**src/rtl/uart_rx_pkg.sv**
```systemverilog
// Shared types and default constants for the UART receive controller.
package uart_rx_pkg;

  localparam int DEF_CLKS_PER_BIT  = 10;
  localparam int DEF_NUM_DATA_BITS = 8;

  typedef enum logic [2:0] {
    IDLE      = 3'd0,
    START_CHK = 3'd1,
    RECV      = 3'd2,
    STOP_CHK  = 3'd3,
    LOAD      = 3'd4
  } rx_state_e;

endpackage

```
**src/rtl/rx_bit_timer.sv**
```systemverilog
// Bit-period counter: counts while enabled, strobes tc_o for one cycle when it
// reaches tc_val_i. The owner clears it on every strobe so it never wraps.
module rx_bit_timer #(
  parameter int W = 4
) (
  input  logic         clk,
  input  logic         n_rst,
  input  logic         clr_i,
  input  logic         en_i,
  input  logic [W-1:0] tc_val_i,
  output logic         tc_o
);

  logic [W-1:0] cnt_q, cnt_d;

  always_comb begin
    cnt_d = cnt_q;
    if (clr_i) begin
      cnt_d = '0;
    end else if (en_i) begin
      cnt_d = cnt_q + W'(1);
    end
  end

  always_ff @(posedge clk) begin
    if (!n_rst) begin
      cnt_q <= '0;
    end else begin
      cnt_q <= cnt_d;
    end
  end

  assign tc_o = en_i && (cnt_q == tc_val_i);

endmodule

```
**src/rtl/uart_rx_ctrl.sv**
```systemverilog
// UART receiver: synchroniser, frame FSM, LSB-first shift register and the
// consumer-facing data/status registers.
module uart_rx_ctrl
  import uart_rx_pkg::*;
#(
  parameter int CLKS_PER_BIT  = DEF_CLKS_PER_BIT,
  parameter int NUM_DATA_BITS = DEF_NUM_DATA_BITS
) (
  input  logic                     clk,
  input  logic                     n_rst,
  input  logic                     serial_in,
  input  logic                     data_read,
  output logic [NUM_DATA_BITS-1:0] rx_data,
  output logic                     data_ready,
  output logic                     overrun_error,
  output logic                     framing_error,
  output rx_state_e                dbg_state_o
);

  localparam int CW = $clog2(CLKS_PER_BIT);
  localparam int IW = $clog2(NUM_DATA_BITS);
  localparam logic [CW-1:0] TC_HALF  = CW'(CLKS_PER_BIT / 2 - 1);
  localparam logic [CW-1:0] TC_FULL  = CW'(CLKS_PER_BIT - 1);
  localparam logic [IW-1:0] LAST_BIT = IW'(NUM_DATA_BITS - 1);

  rx_state_e                state_q, state_d;
  logic                     sync1_q, sync2_q, line_prev_q;
  logic [IW-1:0]            bit_idx_q, bit_idx_d;
  logic [NUM_DATA_BITS-1:0] shift_q, shift_d;
  logic [NUM_DATA_BITS-1:0] rx_data_q, rx_data_d;
  logic                     data_ready_q, data_ready_d;
  logic                     overrun_q, overrun_d;
  logic                     framing_q, framing_d;
  logic                     line;
  logic                     tmr_en, tmr_clr, tmr_tc;
  logic [CW-1:0]            tmr_tc_val;

  assign line = sync2_q;

  // Counter runs only while a frame is in progress and restarts at each sample point.
  assign tmr_en  = (state_q != IDLE) && (state_q != LOAD);
  assign tmr_clr = !tmr_en || tmr_tc;

  rx_bit_timer #(.W(CW)) u_bit_timer (
    .clk      (clk),
    .n_rst    (n_rst),
    .clr_i    (tmr_clr),
    .en_i     (tmr_en),
    .tc_val_i (tmr_tc_val),
    .tc_o     (tmr_tc)
  );

  always_comb begin
    state_d      = state_q;
    bit_idx_d    = bit_idx_q;
    shift_d      = shift_q;
    rx_data_d    = rx_data_q;
    data_ready_d = data_ready_q;
    overrun_d    = overrun_q;
    framing_d    = framing_q;
    tmr_tc_val   = TC_FULL;

    if (data_read && data_ready_q) begin
      data_ready_d = 1'b0;
      overrun_d    = 1'b0;
    end

    unique case (state_q)
      IDLE: begin
        if (line_prev_q && !line) state_d = START_CHK;
      end
      START_CHK: begin
        tmr_tc_val = TC_HALF;
        bit_idx_d  = '0;
        if (tmr_tc) state_d = line ? IDLE : RECV;
      end
      RECV: begin
        if (tmr_tc) begin
          shift_d = {line, shift_q[NUM_DATA_BITS-1:1]};
          if (bit_idx_q == LAST_BIT) state_d = STOP_CHK;
          else bit_idx_d = bit_idx_q + IW'(1);
        end
      end
      STOP_CHK: begin
        if (tmr_tc) begin
          if (line) begin
            state_d = LOAD;
          end else begin
            framing_d = 1'b1;
            state_d   = IDLE;
          end
        end
      end
      LOAD: begin
        // A read landing on the load cycle consumes the old word, so no overrun.
        rx_data_d    = shift_q;
        data_ready_d = 1'b1;
        framing_d    = 1'b0;
        if (data_read) overrun_d = 1'b0;
        else if (data_ready_q) overrun_d = 1'b1;
        state_d = IDLE;
      end
      default: state_d = IDLE;
    endcase
  end

  always_ff @(posedge clk) begin
    if (!n_rst) begin
      state_q      <= IDLE;
      sync1_q      <= 1'b1;
      sync2_q      <= 1'b1;
      line_prev_q  <= 1'b1;
      bit_idx_q    <= '0;
      shift_q      <= '1;
      rx_data_q    <= '0;
      data_ready_q <= 1'b0;
      overrun_q    <= 1'b0;
      framing_q    <= 1'b0;
    end else begin
      state_q      <= state_d;
      sync1_q      <= serial_in;
      sync2_q      <= sync1_q;
      line_prev_q  <= sync2_q;
      bit_idx_q    <= bit_idx_d;
      shift_q      <= shift_d;
      rx_data_q    <= rx_data_d;
      data_ready_q <= data_ready_d;
      overrun_q    <= overrun_d;
      framing_q    <= framing_d;
    end
  end

  assign rx_data       = rx_data_q;
  assign data_ready    = data_ready_q;
  assign overrun_error = overrun_q;
  assign framing_error = framing_q;
  assign dbg_state_o   = state_q;

endmodule

```
**config.mk**
```make
export PLATFORM = sky130hd
export DESIGN_NAME = uart_rx_ctrl
export DESIGN_NICKNAME = d
export VERILOG_FILES = /design/src/rtl/uart_rx_pkg.sv /design/src/rtl/rx_bit_timer.sv /design/src/rtl/uart_rx_ctrl.sv
export SDC_FILE = /design/constraint.sdc
export NUM_CORES = 1
export LEC_CHECK = 0
export CAP_MARGIN = 20
export CORE_UTILIZATION = 55
export CTS_BUF_LIST = sky130_fd_sc_hd__clkbuf_2 sky130_fd_sc_hd__clkbuf_4 sky130_fd_sc_hd__clkbuf_8
export DETAILED_ROUTE_END_ITERATION = 6
export GPL_TIMING_DRIVEN = 1
export PLACE_DENSITY_LB_ADDON = 0.1
export SYNTH_ARGS = -nofsm -noshare
export SYNTH_HDL_FRONTEND = slang
export SYNTH_SLANG_ARGS = --single-unit
```
**constraint.sdc**
```tcl
create_clock -name clk -period 3.1 [get_ports clk]
set_clock_uncertainty 0.1 [all_clocks]
set_input_delay 0.31 -clock clk [delete_from_list [all_inputs] [get_ports clk]]
set_output_delay 0.31 -clock clk [all_outputs]
set_load 0.005 [all_outputs]
```
After elaboration in Yosys (flattened, before gate mapping)
Index checks and enable logic that the tools add are counted.
- input port bits: 4
- output and inout bits: 14
- logic and storage cells: 66
- bits in registers: 32
- add/sub/neg operators: 2
- bitwise gates (word level): 1
- mux-type cells: 21
- reductions and logical operators: 17
- equality and inequality tests: 14
- operators with widths (cell ; count):
    $mux 3 ; 8
    $ne 2x2->1 const B ; 7
    $pmux 3 s4 ; 1
    $mux 1 ; 8
    $eq 3x2->1 const B ; 2
    $eq 3x3->1 const B ; 2
    $pmux 3 s2 ; 1
    $reduce_and 3->1 ; 2
    $reduce_bool 2->1 ; 3
    $reduce_and 5->1 ; 1
    $add 4x1->4 const B ; 1
    $eq 4x4->1 ; 1
    $logic_and 1x1->1 ; 4
    $mux 4 ; 1
    $add 3x1->3 const B ; 1
    $eq 3x1->1 const B ; 1
    $logic_not 3->1 ; 1
    $ne 3x3->1 const B ; 1
    $reduce_bool 3->1 ; 1
    $logic_not 1->1 ; 2
    $mux 2 ; 1
    $pmux 1 s2 ; 1
    $reduce_and 2->1 ; 1
    $reduce_or 2->1 ; 1
    2 further kinds ; 2

Logic depth before layout (Yosys ltp)
- word-level depth: 6
- gate-level depth with buffers: 5
- depth with buffers taken out: 5

Hierarchy
A second synthesis with hierarchy kept.
- cells, all modules: 142
- area total of the unflattened synthesis: 1365.1 µm²
- by module, submodules not included (module ; cells each ; instances ; area an instance (µm²)):
    uart_rx_ctrl ; 120 ; 1 ; 1159.9
    rx_bit_timer ; 22 ; 1 ; 205.2

Worst setup path after synthesis
OpenSTA, ideal clock, no wires.
- path kind: flip-flop to flip-flop
- start point: register bit_idx_q[0]
- end point: register bit_idx_q[0]
- setup slack: 1583 ps
- cell stages (with the launch flop): 6
- arrival: 1296 ps
- path buffers: 0
- path through: dfxtp_1 -> ha_1 -> ha_1 -> nor4b_1 -> a211oi_1 -> mux2_2
- longest elaborated chain between the ends: 4
- elaborated cells between the ends (all ways): 7
- RTL lines (element ; line ; source):
    start, declared ; uart_rx_ctrl.sv:28 ; logic [IW-1:0] bit_idx_q, bit_idx_d;
    start signal, assigned ; uart_rx_ctrl.sv:124 ; bit_idx_q <= bit_idx_d;
    $add 3x1->3 ; uart_rx_ctrl.sv:81 ; else bit_idx_d = bit_idx_q + IW'(1);
    $mux 3 ; uart_rx_ctrl.sv:80 ; if (bit_idx_q == LAST_BIT) state_d = STOP_CHK;
    $mux 3 ; uart_rx_ctrl.sv:78 ; if (tmr_tc) begin
    $pmux 3 s2 ; uart_rx_ctrl.sv:68 ; unique case (state_q)
Several ways; a longest one is shown, not always the timed one. The select of a mux whose other input is x is not followed.
A chain may end at the register's enable or synchronous reset.

Final worst setup path
- start point: register state_q[1] (netlist: dbg_state_o[1])
- end point: output port dbg_state_o[1]
- RTL lines (element ; line ; source):
    start, declared ; uart_rx_ctrl.sv:26 ; rx_state_e state_q, state_d;
    start signal, assigned ; uart_rx_ctrl.sv:120 ; state_q <= state_d;
    end, declared ; uart_rx_ctrl.sv:17 ; output rx_state_e dbg_state_o
No word-level cell between the ends.

==> flow_results.org <==
** Outcome
- Run status :: finished, final reports clean

** Pwr
- PwrDens :: 446 nW/um^2
- Overall power consumption after layout is estimated at 705 uW.
- In this run switching power makes up 21.5% of total power.
- Reg power frac :: just under 60%
- Clock power frac :: 37.2%
- Internal Dissipation :: 553 uW
- The analysis attributes to net switching a power of 152 uW.
- VDD sags by at most 324 uV.
- The analysis attributes to cell leakage a power of 0.000541 uW.
- Combinational cells account for 3.4% of the total power.

** Flow run
- MaxCap Viol Count :: 0

** Placed design
- The congestion estimate from routability-driven global placement came to 0.741.
- Count of input and output buffers :: 17
- Post-detail-place hpwl :: 1840 um

** Floorplan
- Die Ht :: 51.4 um
- The core region is 2250 sq um.
- I/O pins :: 18
- The floorplan has 17 rows.
- The die is approximately 50 um wide.
- The die covers 2650 sq um.
- Once the floorplan was initialized, standard cells occupied between 50% and 60% of the core.

** Worst setup path
- In this run the worst path has a maximum fanout of 23.
- For the worst setup path, the data arrival time is 1770 ps.
- The slowest stage of the critical path is the sky130_fd_sc_hd__dfxtp_1 cell.
- Together, buffers and inverters on the worst path number 1.
- On the critical path the largest part of the delay comes from flip-flops.
- Kind of launch point of the worst setup path :: flip-flop
- Startpoint-to-endpoint class of the critical path :: reg -> out
- The worst setup path is captured at an output port.
- STA puts the critical path data required time at approximately 2700 ps.
- Ordered list of cells on the worst path :: clkdlybuf4s50_1
- Max incr delay on CP :: 800 ps

** Clocking
- Clk_lat worst skew :: 330 ps
- Buffers inserted during post-CTS setup optimization :: 0
- The clock passes through at most 2 buffers.
- Resized cells post-CTS :: 0
- Sink Count :: 32
- After clock tree synthesis, the clock-pin slew on the worst setup and hold paths is 100 ps.
- Number of hold buffers added after cts :: 0
- TritonCTS clock tree :: done
- The H-tree generated during clock tree synthesis spans 2 levels.
- Counting the buffers created by CTS gives 5.
- The cell sitting at the root of the clock tree is a sky130_fd_sc_hd__clkbuf_4.

** Finish
- Most common cell after layout, fill and taps aside :: sky130_fd_sc_hd__dfxtp_1
- Most used cells in the layout excluding fill and tap cells :: sky130_fd_sc_hd__dfxtp_1, sky130_fd_sc_hd__clkdlybuf4s50_1, sky130_fd_sc_hd__nor2_1
- The number of antenna diodes in the final layout is 0.
- Final cell utilization of the core :: 70.1%
- Compared with the post-synthesis result, the final layout area differs by 17.6%.
- Of the cells placed in the final design, the portion with a size suffix greater than 1 is 8.50%.
- At the end of the flow, the number of nets in the layout was 160.

** Global routing
- Largest net degree at the start of global routing :: 24
- Across every metal layer, demand over resource in global routing totals a little under a quarter.
- Via count of the first global-routing pass :: roughly 990
- The first global-routing pass estimated 4510 um of wire.
- Summed over all layers, the global routing overflow is 0.
- Initial antenna violation count :: 0

** Drt
- Post-route antenna net violation count :: 0
- The first detailed-routing pass ran for 4 iterations.
- Average wire length per cell after detail routing :: ~15 um
- Routed via count :: 1099
- In the routed design, unresolved DRC markers number 0.
- The final layout contains routed wiring with a total length of 2670 um.
- The first routing iteration left 21 violations.
- Vias/cell :: 6.07

** Synthesis
- Yosys reg bits :: 32
- Counting every net in the synthesized netlist gives 144.
- The cell area that synthesis handed to floorplanning was ~1300 sq um.
- In this run, distinct cell masters in the synthesized netlist total 36.
- Count of synthesis-stage warnings from yosys :: 0
- Synthesis handed over a netlist of ~140 instances.
- A synthesized cell averages 9.81 sq um.
- Sequential share of the synthesized area :: 47.7%

** Worst hold path
- The worst hold path belongs to the class reg -> reg.

** STA
- Tightest Pin Transition :: 722 ps
- Min cycle time layout :: between 2000 and 2500 ps
- Accumulated negative setup slack :: 0 ps
- The number of pins exceeding their max-slew limit in the final report was 0.
- The number of hold-slack violations in the final timing report came to 0.
- Setup violations remaining at the end of the flow were counted as 0.
- Setup repair after global routing missed its margin :: false
- Upper clock frequency limit :: 458 MHz
- Headroom to the max-slew limit came out at approximately half.
- Final cycle utilization of the critical path :: 70.4%
==> power groups by stage <==
stage	combinational (uW)	clock, uW	sequential (uW)
6_report	24.1	262	418
5_1_grt	27.1	286	419
4_1_cts	24.2	265	418
3_5_place_dp	24.1	0	428
3_3_place_gp	22.6	0	428
2_1_floorplan	15.8	0	425
==> Yosys cell counts <==
cell,number,area [sq um]
sky130_fd_sc_hd__buf_4,1,7.51
sky130_fd_sc_hd__nand4_1,8,50.1
sky130_fd_sc_hd__and3_1,1,6.26
sky130_fd_sc_hd__nor4b_1,4,35.0
sky130_fd_sc_hd__buf_1,1,3.75
sky130_fd_sc_hd__xnor2_1,2,17.5
sky130_fd_sc_hd__dfxtp_1,32,641
sky130_fd_sc_hd__mux2i_1,9,90.1
sky130_fd_sc_hd__nand4bb_1,1,11.3
sky130_fd_sc_hd__a2111oi_1,1,10.0
sky130_fd_sc_hd__ha_1,3,37.5
sky130_fd_sc_hd__nor3b_2,1,12.5
sky130_fd_sc_hd__nand2_1,1,3.75
sky130_fd_sc_hd__a221oi_1,1,8.76
sky130_fd_sc_hd__o21a_1,1,7.51
sky130_fd_sc_hd__a21oi_1,2,10.0
sky130_fd_sc_hd__a211oi_1,5,37.5
sky130_fd_sc_hd__a22o_1,2,17.5
sky130_fd_sc_hd__buf_6,1,11.3
sky130_fd_sc_hd__o31ai_1,2,15.0
sky130_fd_sc_hd__or3b_1,2,17.5
sky130_fd_sc_hd__mux2_2,1,11.3
sky130_fd_sc_hd__nor3_1,2,10.0
sky130_fd_sc_hd__and4bb_4,1,16.3
sky130_fd_sc_hd__nor2_1,12,45.0
sky130_fd_sc_hd__a41oi_1,1,8.76
sky130_fd_sc_hd__nand3_1,10,50.1
sky130_fd_sc_hd__clkbuf_1,3,11.3
sky130_fd_sc_hd__o21ai_0,9,45.0
sky130_fd_sc_hd__buf_2,4,20.0
sky130_fd_sc_hd__or4b_1,1,10.0
sky130_fd_sc_hd__a31oi_1,2,12.5
sky130_fd_sc_hd__nand3b_1,1,7.51
sky130_fd_sc_hd__nand2b_1,3,18.8
sky130_fd_sc_hd__nor3b_1,1,7.51
sky130_fd_sc_hd__inv_1,5,18.8
==> layer usage <==
metal | vias up | GRT usage, % | wire length [um]
met5 | - | 0 | 0
li1 | 544 | - | -
met1 | 520 | 27.9 | 1200
met4 | 0 | 10.4 | 44
met2 | 27 | 39.2 | 1320
met3 | 8 | 6.55 | 108
==> registers in the layout, summed over array words and instances (netlist names), 3 cells and up <==
signal and count:
shift_q 8, rx_data 8, bit_idx_q 3, dbg_state_o 3, u_bit_timer.cnt_q 4
==> path summary, 6_finish.rpt <==
check | end | depth (start not counted) | start | slack, ps
worst max-delay path | dbg_state_o[1] | 1 | dbg_state_o[1] | 920
worst min-delay path | line | 1 | sync1_q | 320
worst max register to register | shift_q[6] | 3 | dbg_state_o[1] | 1230
worst min register to register | line | 1 | sync1_q | 320
==> cell families (layout without fill, tap and decap cells) <==
family                     after synthesis  count (layout)  synth area share, %
DFF                                     32              32                 47.7
adders and majority gates                3               3                 2.79
muxes                                   10              10                 7.54
xor gates and xnor gates                 2               2                 1.30
buffers and inverters                   15              31                 5.40
and+or+nand+nor                         49              49                 22.4
AOI/OAI and AO/OA                       26              26                 12.8
==> through the flow <==
| stage | area, sq um | hold WS, ps | std cells | setup slack [ps] |
|---|---|---|---|---|
| after global placement | 1520 | 292 | 174 | 1160 |
| after CTS | 1580 | 330 | 181 | 911 |
| after detailed placement | 1520 | 302 | 174 | 1070 |
| final | 1580 | 325 | 181 | 917 |
| after floorplan | 1340 | 283 | 137 | 1580 |
| after global routing | 1580 | 383 | 181 | 822 |
==> final cells by class <==
class                           instances  area [sq um]
Clock buffer                            7          65.1
Fill cell                             192           674
Inverter                                5          18.8
Multi-Input combinational cell         90           636
Sequential cell                        32           641
Tap cell                               28          35.0
Timing Repair Buffer                   19           185
No activity file was read; power rests on OpenSTA's default activity.
